--- src/rtl/jtag_dmi_pkg.sv ---
// Shared DMI widths, op/resp codes and the arbiter state type used by the
// DMI arbiter slice.
package jtag_dmi_pkg;

  localparam int DMI_ADDR_WIDTH = 7;
  localparam int DMI_DATA_WIDTH = 32;

  localparam logic [1:0] DMI_OP_NOP   = 2'd0;
  localparam logic [1:0] DMI_OP_READ  = 2'd1;
  localparam logic [1:0] DMI_OP_WRITE = 2'd2;

  localparam logic [1:0] DMI_RESP_SUCCESS = 2'd0;
  localparam logic [1:0] DMI_RESP_FAILED  = 2'd2;
  localparam logic [1:0] DMI_RESP_BUSY    = 2'd3;

  typedef enum logic [1:0] {
    ARB_IDLE,
    ARB_ISSUE,
    ARB_WAIT,
    ARB_RESP
  } arb_state_e;

endpackage

--- src/rtl/jtag_dmi_arbiter_if.sv ---
// Requester-side and Debug-Module-side DMI signals of the arbiter.
// NUM_REQ must match the arbiter instance it is bound to.
interface jtag_dmi_arbiter_if
  import jtag_dmi_pkg::*;
#(
  parameter int NUM_REQ = 2
);

  logic [NUM_REQ-1:0]                     m_req_valid;
  logic [NUM_REQ-1:0]                     m_req_ready;
  logic [NUM_REQ-1:0][DMI_ADDR_WIDTH-1:0] m_addr;
  logic [NUM_REQ-1:0][DMI_DATA_WIDTH-1:0] m_wdata;
  logic [NUM_REQ-1:0][1:0]                m_op;
  logic [NUM_REQ-1:0]                     m_rsp_valid;
  logic [DMI_DATA_WIDTH-1:0]              m_rsp_rdata;
  logic [1:0]                             m_rsp_resp;

  logic [DMI_ADDR_WIDTH-1:0]              dmi_addr;
  logic [DMI_DATA_WIDTH-1:0]              dmi_wdata;
  logic [1:0]                             dmi_op;
  logic                                   dmi_req_valid;
  logic                                   dmi_req_ready;
  logic                                   dmi_rsp_valid;
  logic [DMI_DATA_WIDTH-1:0]              dmi_rdata;
  logic [1:0]                             dmi_resp;

  modport slave (
    input  m_req_valid, m_addr, m_wdata, m_op,
    input  dmi_req_ready, dmi_rsp_valid, dmi_rdata, dmi_resp,
    output m_req_ready, m_rsp_valid, m_rsp_rdata, m_rsp_resp,
    output dmi_addr, dmi_wdata, dmi_op, dmi_req_valid
  );

  modport master (
    output m_req_valid, m_addr, m_wdata, m_op,
    output dmi_req_ready, dmi_rsp_valid, dmi_rdata, dmi_resp,
    input  m_req_ready, m_rsp_valid, m_rsp_rdata, m_rsp_resp,
    input  dmi_addr, dmi_wdata, dmi_op, dmi_req_valid
  );

endinterface

--- src/rtl/jtag_rr_arbiter.sv ---
// Combinational round-robin pick: searches upward starting one past i_last.
module jtag_rr_arbiter #(
  parameter  int NUM_REQ = 2,
  localparam int IW      = (NUM_REQ > 1) ? $clog2(NUM_REQ) : 1
) (
  input  logic [NUM_REQ-1:0] i_req,
  input  logic [IW-1:0]      i_last,
  output logic               o_any,
  output logic [IW-1:0]      o_gnt_id,
  output logic [NUM_REQ-1:0] o_gnt_oh
);

  logic [IW-1:0] w_idx;

  always_comb begin
    o_any    = 1'b0;
    o_gnt_id = '0;
    o_gnt_oh = '0;
    w_idx    = '0;
    for (int k = 1; k <= NUM_REQ; k++) begin
      w_idx = IW'((int'(i_last) + k) % NUM_REQ);
      if (!o_any && i_req[w_idx]) begin
        o_any           = 1'b1;
        o_gnt_id        = w_idx;
        o_gnt_oh[w_idx] = 1'b1;
      end
    end
  end

endmodule

--- src/rtl/jtag_dmi_arbiter.sv ---
// Shares one Debug Module DMI port among NUM_REQ requesters, one transaction
// outstanding, with a local FAILED response when the DM hangs in WAIT.
module jtag_dmi_arbiter
  import jtag_dmi_pkg::*;
#(
  parameter  int NUM_REQ        = 2,
  parameter  int TIMEOUT_CYCLES = 1024,
  localparam int IW             = (NUM_REQ > 1) ? $clog2(NUM_REQ) : 1
) (
  input  logic                 clk,
  input  logic                 rst_n,
  jtag_dmi_arbiter_if.slave    bus,
  output logic [IW-1:0]        grant_id,
  output logic                 busy,
  output logic [7:0]           timeout_count
);

  // state | meaning: IDLE arbitrate+accept | ISSUE drive DMI request |
  //                  WAIT await DM response or timeout | RESP pulse m_rsp_valid
  localparam int            TW     = (TIMEOUT_CYCLES < 2) ? 1 : $clog2(TIMEOUT_CYCLES + 1);
  localparam logic [TW-1:0] TO_LIM = TW'(TIMEOUT_CYCLES);

  arb_state_e                r_state;
  logic [IW-1:0]             r_grant;
  logic [IW-1:0]             r_last;
  logic [DMI_ADDR_WIDTH-1:0] r_addr;
  logic [DMI_DATA_WIDTH-1:0] r_wdata;
  logic [1:0]                r_op;
  logic                      r_req_valid;
  logic [NUM_REQ-1:0]        r_rsp_valid;
  logic [DMI_DATA_WIDTH-1:0] r_rdata;
  logic [1:0]                r_resp;
  logic [TW-1:0]             r_timer;
  logic [7:0]                r_to_cnt;

  logic                      w_any;
  logic [IW-1:0]             w_win;
  logic [NUM_REQ-1:0]        w_win_oh;
  logic [1:0]                w_op;

  jtag_rr_arbiter #(.NUM_REQ(NUM_REQ)) u_rr (
    .i_req    (bus.m_req_valid),
    .i_last   (r_last),
    .o_any    (w_any),
    .o_gnt_id (w_win),
    .o_gnt_oh (w_win_oh)
  );

  assign w_op            = bus.m_op[w_win];
  assign bus.m_req_ready = (r_state == ARB_IDLE) ? w_win_oh : '0;

  always_ff @(posedge clk or negedge rst_n) begin
    if (!rst_n) begin
      r_state     <= ARB_IDLE;
      r_grant     <= '0;
      r_last      <= IW'(NUM_REQ - 1);
      r_addr      <= '0;
      r_wdata     <= '0;
      r_op        <= DMI_OP_NOP;
      r_req_valid <= 1'b0;
      r_rsp_valid <= '0;
      r_rdata     <= '0;
      r_resp      <= DMI_RESP_SUCCESS;
      r_timer     <= '0;
      r_to_cnt    <= '0;
    end else begin
      case (r_state)
        ARB_IDLE: begin
          if (w_any) begin
            r_addr  <= bus.m_addr[w_win];
            r_wdata <= bus.m_wdata[w_win];
            r_op    <= w_op;
            r_grant <= w_win;
            r_last  <= w_win;
            if (w_op == DMI_OP_READ || w_op == DMI_OP_WRITE) begin
              r_req_valid <= 1'b1;
              r_state     <= ARB_ISSUE;
            end else begin
              // NOP completes locally; the reserved op is answered FAILED
              r_rdata     <= '0;
              r_resp      <= (w_op == DMI_OP_NOP) ? DMI_RESP_SUCCESS : DMI_RESP_FAILED;
              r_rsp_valid <= w_win_oh;
              r_state     <= ARB_RESP;
            end
          end
        end
        ARB_ISSUE: begin
          if (bus.dmi_req_ready) begin
            r_req_valid <= 1'b0;
            r_timer     <= '0;
            r_state     <= ARB_WAIT;
          end
        end
        ARB_WAIT: begin
          if (bus.dmi_rsp_valid) begin
            r_rdata     <= bus.dmi_rdata;
            r_resp      <= bus.dmi_resp;
            r_rsp_valid <= NUM_REQ'(1) << r_grant;
            r_state     <= ARB_RESP;
          end else if (TIMEOUT_CYCLES != 0 && r_timer == TO_LIM) begin
            r_rdata     <= '0;
            r_resp      <= DMI_RESP_FAILED;
            r_rsp_valid <= NUM_REQ'(1) << r_grant;
            if (r_to_cnt != 8'hFF) r_to_cnt <= r_to_cnt + 8'd1;
            r_state     <= ARB_RESP;
          end else begin
            r_timer <= r_timer + TW'(1);
          end
        end
        ARB_RESP: begin
          r_rsp_valid <= '0;
          r_state     <= ARB_IDLE;
        end
        default: r_state <= ARB_IDLE;
      endcase
    end
  end

  assign bus.dmi_addr      = r_addr;
  assign bus.dmi_wdata     = r_wdata;
  assign bus.dmi_op        = r_op;
  assign bus.dmi_req_valid = r_req_valid;
  assign bus.m_rsp_valid   = r_rsp_valid;
  assign bus.m_rsp_rdata   = r_rdata;
  assign bus.m_rsp_resp    = r_resp;
  assign grant_id          = r_grant;
  assign busy              = (r_state != ARB_IDLE);
  assign timeout_count     = r_to_cnt;

endmodule

--- src/flat_wrapper.sv ---
// flat-port wrapper written by rule: the top's interface ports become plain ports
module jtag_dmi_arbiter_flat import jtag_dmi_pkg::*;
#(
  parameter  int NUM_REQ        = 2,
  parameter  int TIMEOUT_CYCLES = 1024,
  localparam int IW             = (NUM_REQ > 1) ? $clog2(NUM_REQ) : 1
)
  (clk, rst_n, grant_id, busy, timeout_count, bus_m_req_valid, bus_m_addr, bus_m_wdata, bus_m_op, bus_dmi_req_ready, bus_dmi_rsp_valid, bus_dmi_rdata, bus_dmi_resp, bus_m_req_ready, bus_m_rsp_valid, bus_m_rsp_rdata, bus_m_rsp_resp, bus_dmi_addr, bus_dmi_wdata, bus_dmi_op, bus_dmi_req_valid);
  jtag_dmi_arbiter_if #(.NUM_REQ(NUM_REQ)) bus_i ();
  input  logic clk;
  input  logic rst_n;
  output logic [IW-1:0] grant_id;
  output logic busy;
  output logic [7:0] timeout_count;
  input wire logic [$bits(bus_i.m_req_valid)-1:0] bus_m_req_valid;
  input wire logic [$bits(bus_i.m_addr)-1:0] bus_m_addr;
  input wire logic [$bits(bus_i.m_wdata)-1:0] bus_m_wdata;
  input wire logic [$bits(bus_i.m_op)-1:0] bus_m_op;
  input wire logic [$bits(bus_i.dmi_req_ready)-1:0] bus_dmi_req_ready;
  input wire logic [$bits(bus_i.dmi_rsp_valid)-1:0] bus_dmi_rsp_valid;
  input wire logic [$bits(bus_i.dmi_rdata)-1:0] bus_dmi_rdata;
  input wire logic [$bits(bus_i.dmi_resp)-1:0] bus_dmi_resp;
  output wire logic [$bits(bus_i.m_req_ready)-1:0] bus_m_req_ready;
  output wire logic [$bits(bus_i.m_rsp_valid)-1:0] bus_m_rsp_valid;
  output wire logic [$bits(bus_i.m_rsp_rdata)-1:0] bus_m_rsp_rdata;
  output wire logic [$bits(bus_i.m_rsp_resp)-1:0] bus_m_rsp_resp;
  output wire logic [$bits(bus_i.dmi_addr)-1:0] bus_dmi_addr;
  output wire logic [$bits(bus_i.dmi_wdata)-1:0] bus_dmi_wdata;
  output wire logic [$bits(bus_i.dmi_op)-1:0] bus_dmi_op;
  output wire logic [$bits(bus_i.dmi_req_valid)-1:0] bus_dmi_req_valid;
  assign bus_i.m_req_valid = bus_m_req_valid;
  assign bus_i.m_addr = bus_m_addr;
  assign bus_i.m_wdata = bus_m_wdata;
  assign bus_i.m_op = bus_m_op;
  assign bus_i.dmi_req_ready = bus_dmi_req_ready;
  assign bus_i.dmi_rsp_valid = bus_dmi_rsp_valid;
  assign bus_i.dmi_rdata = bus_dmi_rdata;
  assign bus_i.dmi_resp = bus_dmi_resp;
  assign bus_m_req_ready = bus_i.m_req_ready;
  assign bus_m_rsp_valid = bus_i.m_rsp_valid;
  assign bus_m_rsp_rdata = bus_i.m_rsp_rdata;
  assign bus_m_rsp_resp = bus_i.m_rsp_resp;
  assign bus_dmi_addr = bus_i.dmi_addr;
  assign bus_dmi_wdata = bus_i.dmi_wdata;
  assign bus_dmi_op = bus_i.dmi_op;
  assign bus_dmi_req_valid = bus_i.dmi_req_valid;
  jtag_dmi_arbiter #(.NUM_REQ(NUM_REQ), .TIMEOUT_CYCLES(TIMEOUT_CYCLES)) u_core (.clk(clk), .rst_n(rst_n), .bus(bus_i), .grant_id(grant_id), .busy(busy), .timeout_count(timeout_count));
endmodule
--- config.mk ---
export PLATFORM = sky130hd
export DESIGN_NAME = jtag_dmi_arbiter_flat
export DESIGN_NICKNAME = d
export VERILOG_FILES = /design/src/rtl/jtag_dmi_pkg.sv /design/src/rtl/jtag_dmi_arbiter_if.sv /design/src/rtl/jtag_rr_arbiter.sv /design/src/rtl/jtag_dmi_arbiter.sv /design/src/flat_wrapper.sv
export SDC_FILE = /design/constraint.sdc
export NUM_CORES = 1
export LEC_CHECK = 0
export ABC_AREA = 1
export BUFFER_PORTS_ARGS = -buffer_cell sky130_fd_sc_hd__buf_2
export CAP_MARGIN = 10
export CORE_UTILIZATION = 53
export CTS_CLUSTER_SIZE = 20
export DETAILED_ROUTE_END_ITERATION = 8
export MAX_ROUTING_LAYER = met4
export PLACE_DENSITY = 0.93
export SLEW_MARGIN = 40
export SYNTH_ARGS = -nofsm -noshare
export SYNTH_HDL_FRONTEND = slang
export SYNTH_SLANG_ARGS = --single-unit
--- constraint.sdc ---
create_clock -name clk -period 3.5 [get_ports clk]
set_input_delay 0.7 -clock clk [delete_from_list [all_inputs] [get_ports clk]]
set_output_delay 0.7 -clock clk [all_outputs]
set_load 0.05 [all_outputs]
# Word-level counts from Yosys, hierarchy flattened
# Cells that the tools add are included.
# W data, S select, Z words.
op_classes:
  n_addsub: 4
  n_lt_le_gt_ge: 5
  eq_ne: 14
  n_shift: 1
  n_mux: 51
  bitwise_logic: 2
  reduce_logical: 19
ops:
  columns: ["op", "count"]
  rows:
  - ["$mux W32", 6]
  - ["$pmux W32 S2", 1]
  - ["$mux W2", 19]
  - ["$mux W11", 3]
  - ["$pmux W11 S2", 1]
  - ["$reduce_and A4 Y1", 5]
  - ["$mux W7", 2]
  - ["$mux W1", 13]
  - ["$ne A2 B2 Y1 const B", 6]
  - ["$add A11 B1 Y11 const B", 1]
  - ["$eq A11 B11 Y1 const B", 1]
  - ["$add A8 B1 Y8 const B", 1]
  - ["$ne A8 B8 Y1 const B", 1]
  - ["$pmux W2 S4", 1]
  - ["$reduce_bool A2 Y1", 4]
  - ["$eq A2 B2 Y1 const B", 3]
  - ["$lt A1 B2 Y1 const B", 3]
  - ["$pmux W2 S3", 1]
  - ["$eq A2 B1 Y1 const B", 2]
  - ["$logic_not A2 Y1", 2]
  - ["$pmux W2 S2", 1]
  - ["$logic_and A1 B1 Y1", 3]
  - ["$ne A3 B2 Y1 const B", 1]
  - ["$reduce_and A3 Y1", 1]
  - ["11 further kinds", 14]
word_totals:
  register_bits: 101
  input_bits: 122

# Longest topological paths before layout
depth:
  word_depth: 14
  depth_mapped: 11
  depth_no_buf: 10

# By module
# Synthesis repeated with hierarchy kept, for this count alone.
hier_totals:
  cells_unflattened: 684
  hier_area_um2: 5257.5
by_module_without_submodules:
  columns: ["module", "n_inst", "cells_each", "area_each_um2", "seq_area_each_um2"]
  rows:
  - ["jtag_dmi_arbiter", 1, 677, 5227.5, 2528.7]
  - ["jtag_rr_arbiter", 1, 7, 30.0, 0.0]

# Worst setup path after synthesis
# OpenSTA, ideal clock, no wires.
synth_timing:
  path_type: "register to output"
  from: "register u_core.r_state[0]"
  to: "output port bus_m_req_ready[1]"
  t_arrival_ps: 1596
  required_ps: 2800
  setup_slack_ps: 1204
  path_stages_with_launch: 5
  path_cell_list: "dfrtp_1 -> inv_1 -> ha_1 -> inv_2 -> nor2_1"
synth_via:
  elab_chain_cells: 2
synth_lines:
  columns: ["item", "line_no", "source"]
  rows:
  - ["from (decl)", "jtag_dmi_arbiter.sv:23", "arb_state_e r_state;"]
  - ["from (signal assigned)", "jtag_dmi_arbiter.sv:54", "r_state <= ARB_IDLE;"]
  - ["from (signal assigned)", "jtag_dmi_arbiter.sv:77", "r_state <= ARB_ISSUE;"]
  - ["from (signal assigned)", "jtag_dmi_arbiter.sv:83", "r_state <= ARB_RESP;"]
  - ["$logic_not A2 Y1", "jtag_dmi_arbiter.sv:50", "assign bus.m_req_ready = (r_state == ARB_IDLE) ? w_win_oh : '0;"]
  - ["$mux W2", "jtag_dmi_arbiter.sv:50", null]
  - ["to (decl)", "flat_wrapper.sv:23", "output wire logic [$bits(bus_i.m_req_ready)-1:0] bus_m_req_ready;"]
# No other way between the ends.

# Worst setup path in the final report
layout_timing:
  from: "register u_core.r_last"
  to: "output port bus_m_req_ready[1]"
layout_via:
  elab_chain_cells: 9
  elab_cells_between_ends: 23
  classes_between: "2 x add/sub; 4 x order compare; 12 x mux; 1 x bitwise; 4 x reduce/logical"
layout_lines:
  columns: ["item", "line_no", "source"]
  rows:
  - ["from (decl)", "jtag_dmi_arbiter.sv:25", "logic [IW-1:0] r_last;"]
  - ["from (signal assigned)", "jtag_dmi_arbiter.sv:56", "r_last <= IW'(NUM_REQ - 1);"]
  - ["from (signal assigned)", "jtag_dmi_arbiter.sv:74", "r_last <= w_win;"]
  - ["$add A1 B1 Y1", "jtag_rr_arbiter.sv:21", "w_idx = IW'((int'(i_last) + k) % NUM_REQ);"]
  - ["$lt A1 B2 Y1 (implied by the code) or $ge A1 B1 Y1 (tied branches)", "jtag_rr_arbiter.sv:25", "o_gnt_oh[w_idx] = 1'b1;"]
  - ["$logic_and A1 B1 Y1 (implied by the code)", "jtag_rr_arbiter.sv:25", null]
  - ["$mux W1 (implied by the code)", "jtag_rr_arbiter.sv:25", null]
  - ["$demux W1 S1", "jtag_rr_arbiter.sv:25", null]
  - ["$mux W2", "jtag_rr_arbiter.sv:22", "if (!o_any && i_req[w_idx]) begin"]
  - ["$or A2 B2 Y2 (no source line)", null, null]
  - ["$mux W2 (*)", "jtag_rr_arbiter.sv:22", null]
  - ["$mux W2 (*)", "jtag_dmi_arbiter.sv:50", null]
# Mark *: on every way between the ends. The rest lies on a longest branch, timed or not. The select of a mux whose other input is x is not followed.

==> reports/metrics.csv <==
stage,metric,value,unit
outcome,status,"finished, final reports clean",
global_route,antenna_found_initial,0,
synthesis,synth_nets,805,
global_route,overflow,0,
clocking,cts_setup_buffers,0,
critical_path,r2r-end,u_core.bus.m_rsp_rdata[10]$_DFFE_PN0P_,
floorplanning,dieWidth,101.8,um
power_and_ir_drop,vdd_drop_max,0.6433,mV
synthesis,synth_warnings,0,
clocking,htree_levels,3,
floorplanning,rows,36,
layout,final_common_cell,buf_2,
clocking,hold_buffers,0,
place,place_congestion,0.8842,
critical_path,arrival,1.84,ns
clocking,cts_root_buf,clkbuf_8,
power_and_ir_drop,p_sw,3.622,mW
place,dpl.hpwl,9976,um
synthesis,syn_inst,675,
detailed_routing,firstDrtPassIters,5,
detailed_routing,routed_wl,13790,um
synthesis,ys_seq_area_share,47.94,%
layout,layout_common_cells,"buf_2, nand2_1, dfrtp_1, o21ai_0, inv_1",
run,drv_cap,0,
detailed_routing,vias_per_cell,5.139,
clocking,post_cts_resized,0,
floorplanning,start_util,54.22,%
timing,rsz0062_at_grt,no,
timing,tightestPinTransition,0.7114,ns
layout,n_fill_cell,797,
critical_path,crit_required,2.80,ns
power_and_ir_drop,switching_share,56.77,%
detailed_routing,dr_wl_met2,6654,um
detailed_routing,route.vias.total,5185,
place,dp_cells,992,
layout,seqCellArea,0.002529,sq mm
clocking,clk_path_buf_depth,2,
critical_path,reg2reg_depth,10,
synthesis,yosysUniqueCellTypes,31,
global_route,grt_max_degree,56,
global_route,grt_pass1_wl,21990,um
critical_path,cp_max_fo,42,
timing,clock.fmax,0.3939,GHz
power_and_ir_drop,leakage,3.763,nW
layout,multi_input_comb_area,0.002313,sq mm
synthesis,syn_avg_cell_area,7.815,sq um
timing,period_share,72.54,%
detailed_routing,wl_per_cell,13.67,um
detailed_routing,wl_met1,5909,um
power_and_ir_drop,powerDensity,970.6,mW/mm^2
layout,nets,1000,
detailed_routing,post-route-drc-count,0,
floorplanning,die-area,0.01036,sq mm
hold_path,hp-class,input port to async pin,
timing,post-route-min-period,2.539,ns
power_and_ir_drop,clockPowerShare,11.7,%
timing,fin_setup_tns,0,ns
place,portBuffers,211,
critical_path,cp-end-kind,output pin,
power_and_ir_drop,pwr-share-seq,30.1,%
timing,setup_viol,0,
floorplanning,core-area,0.009729,sq mm
layout,drive_above_1_share,32.69,%
detailed_routing,highest_layer,met4,
floorplanning,io_pins,212,
timing,finalMaxSlewViolations,0,
global_route,grt_usage,27.92,%
clocking,worstSkewPairLatency,0.37,ns
critical_path,path_class,flop to output pin,
timing,finClkSkew,0.02083,ns
detailed_routing,drt_iter0_drc,280,
timing,hold_violations,0,
critical_path,rr_startpoint,u_core.r_last$_DFFE_PN1P_,
floorplanning,die-height,101.8,um
timing,relSlewSlack,52.57,%
clocking,clk_pin_slew,0.11,ns
clocking,cts_made_buffers,9,
power_and_ir_drop,p_int,2.758,mW
detailed_routing,met3_length,942,um
synthesis,syn-cell-area,0.005275,sq mm
clocking,cts_sinks,101,
critical_path,crit_start,u_core.r_last$_DFFE_PN1P_,
power_and_ir_drop,combinationalPowerShare,58.2,%
detailed_routing,final_antenna_net_count,0,
layout,syn_to_final_growth,24.60,%
clocking,cts_tree,built,
synthesis,synth-seq-cells,101,
critical_path,setup.worst_path.start_class,flop,
global_route,grt_pass1_vias,4684,
critical_path,ff2ff_setup_slack,0.96,ns
layout,fin_cells,1009,
==> layout make-up <==
cell class                 instances  area share, %
inverter                          62          3.541
clock buffer                       9          1.885
clock inverter                     7          1.199
multi-input combinational        476          35.20
timing repair buffer             220          17.13
sequential                       101          38.47
tap                              133          2.532
antenna                            1        0.03807
==> flip-flops by register name, summed over array words and instances (netlist names) <==
name	cells
u_core.bus.dmi_addr	7
u_core.bus.dmi_op	2
u_core.bus.dmi_req_valid	1
u_core.bus.dmi_wdata	32
u_core.bus.m_rsp_rdata	32
u_core.bus.m_rsp_resp	2
u_core.bus.m_rsp_valid	2
u_core.grant_id	1
u_core.r_last	1
u_core.r_state	2
u_core.r_timer	11
u_core.timeout_count	8
==> how the worst max path moves through the flow <==
stage,end,slack [ns]
floorplan,bus_m_req_ready[1],1.20
global placement,u_core.bus.m_rsp_rdata[2]$_DFFE_PN0P_,0.84
detailed placement,u_core.bus.m_rsp_rdata[15]$_DFFE_PN0P_,0.70
CTS,bus_m_req_ready[1],0.96
global route,u_core.bus.m_rsp_rdata[0]$_DFFE_PN0P_,0.75
finish,bus_m_req_ready[1],0.96
==> per-layer routing <==
layer  track usage (%)  vias to the layer above
met1             37.07                     2378
li1                  -                     2558
met2             43.66                      223
met3             4.900                       26
met5                 -                        -
met4             8.584                        0
==> cell usage after synthesis <==
cell type / instances / area (sq um)
nand2_2: 2 / 12.51
inv_1: 58 / 217.7
nand3_4: 1 / 17.52
o21ai_0: 87 / 435.4
a21oi_4: 1 / 16.27
xor2_1: 3 / 26.28
nand4_1: 42 / 262.8
or2_0: 2 / 12.51
nor2_1: 50 / 187.7
o22ai_1: 1 / 6.260
dfrtp_1: 100 / 2502
nand3_1: 16 / 80.08
clkbuf_2: 1 / 5.000
nor2_2: 4 / 25.02
a21oi_1: 2 / 10.01
nand2_1: 199 / 747.0
buf_6: 5 / 56.30
inv_2: 4 / 15.01
dfstp_2: 1 / 26.28
or2_1: 2 / 12.51
xnor2_1: 5 / 43.79
mux2i_1: 2 / 20.02
ha_1: 8 / 100.1
a31oi_1: 1 / 6.260
nand2_4: 1 / 11.26
buf_2: 18 / 90.09
o21ai_1: 10 / 50.05
clkbuf_1: 11 / 41.29
or2_2: 36 / 225.2
buf_4: 1 / 7.510
nor3_1: 1 / 5.000
==> stage by stage <==
step	power (mW)	util (%)	worst slack, ns	instance area, sq um	hold slack, ns
after floorplan	4.796	-	1.204	5275	0.4044
after CTS	6.391	67.53	0.9619	6570	0.3820
after global placement	5.555	65.45	0.8368	6367	0.4513
after global routing	6.790	67.53	0.7542	6570	0.3997
after detailed placement	5.642	65.45	0.7001	6367	0.4532
final	6.379	67.55	0.9611	6573	0.3625
==> critical path, stage by stage (launching register included) <==
cell,delay (ns)
dfstp_2,0.58
nand2_1,0.11
nand2_4,0.10
buf_4,0.35
nor2_1,0.10
buf_2,0.23
==> logic make-up (layout without fill, tap and decap cells) <==
logic type | after synthesis | count (layout) | synth area share [%]
multiplexers | 2 | 2 | 0.3795
AND/OR/NAND/NOR | 356 | 356 | 30.31
other | 0 | 1 | 0
buffers and inverters | 98 | 298 | 8.207
AO/OA/AOI/OAI | 102 | 102 | 9.939
XOR/XNOR | 8 | 8 | 1.328
flip-flops | 101 | 101 | 47.94
adder cells (fa/ha/maj) | 8 | 8 | 1.898
==> power groups by stage <==
stage	combinational, mW	sequential (mW)	clock (mW)
after global placement	3.64	1.92	0
after global routing	4.01	1.96	0.821
after detailed placement	3.73	1.91	0
final	3.71	1.92	0.747
after CTS	3.72	1.91	0.763
after floorplan	1.38	3.41	0
(Power assumes the default switching activity.)
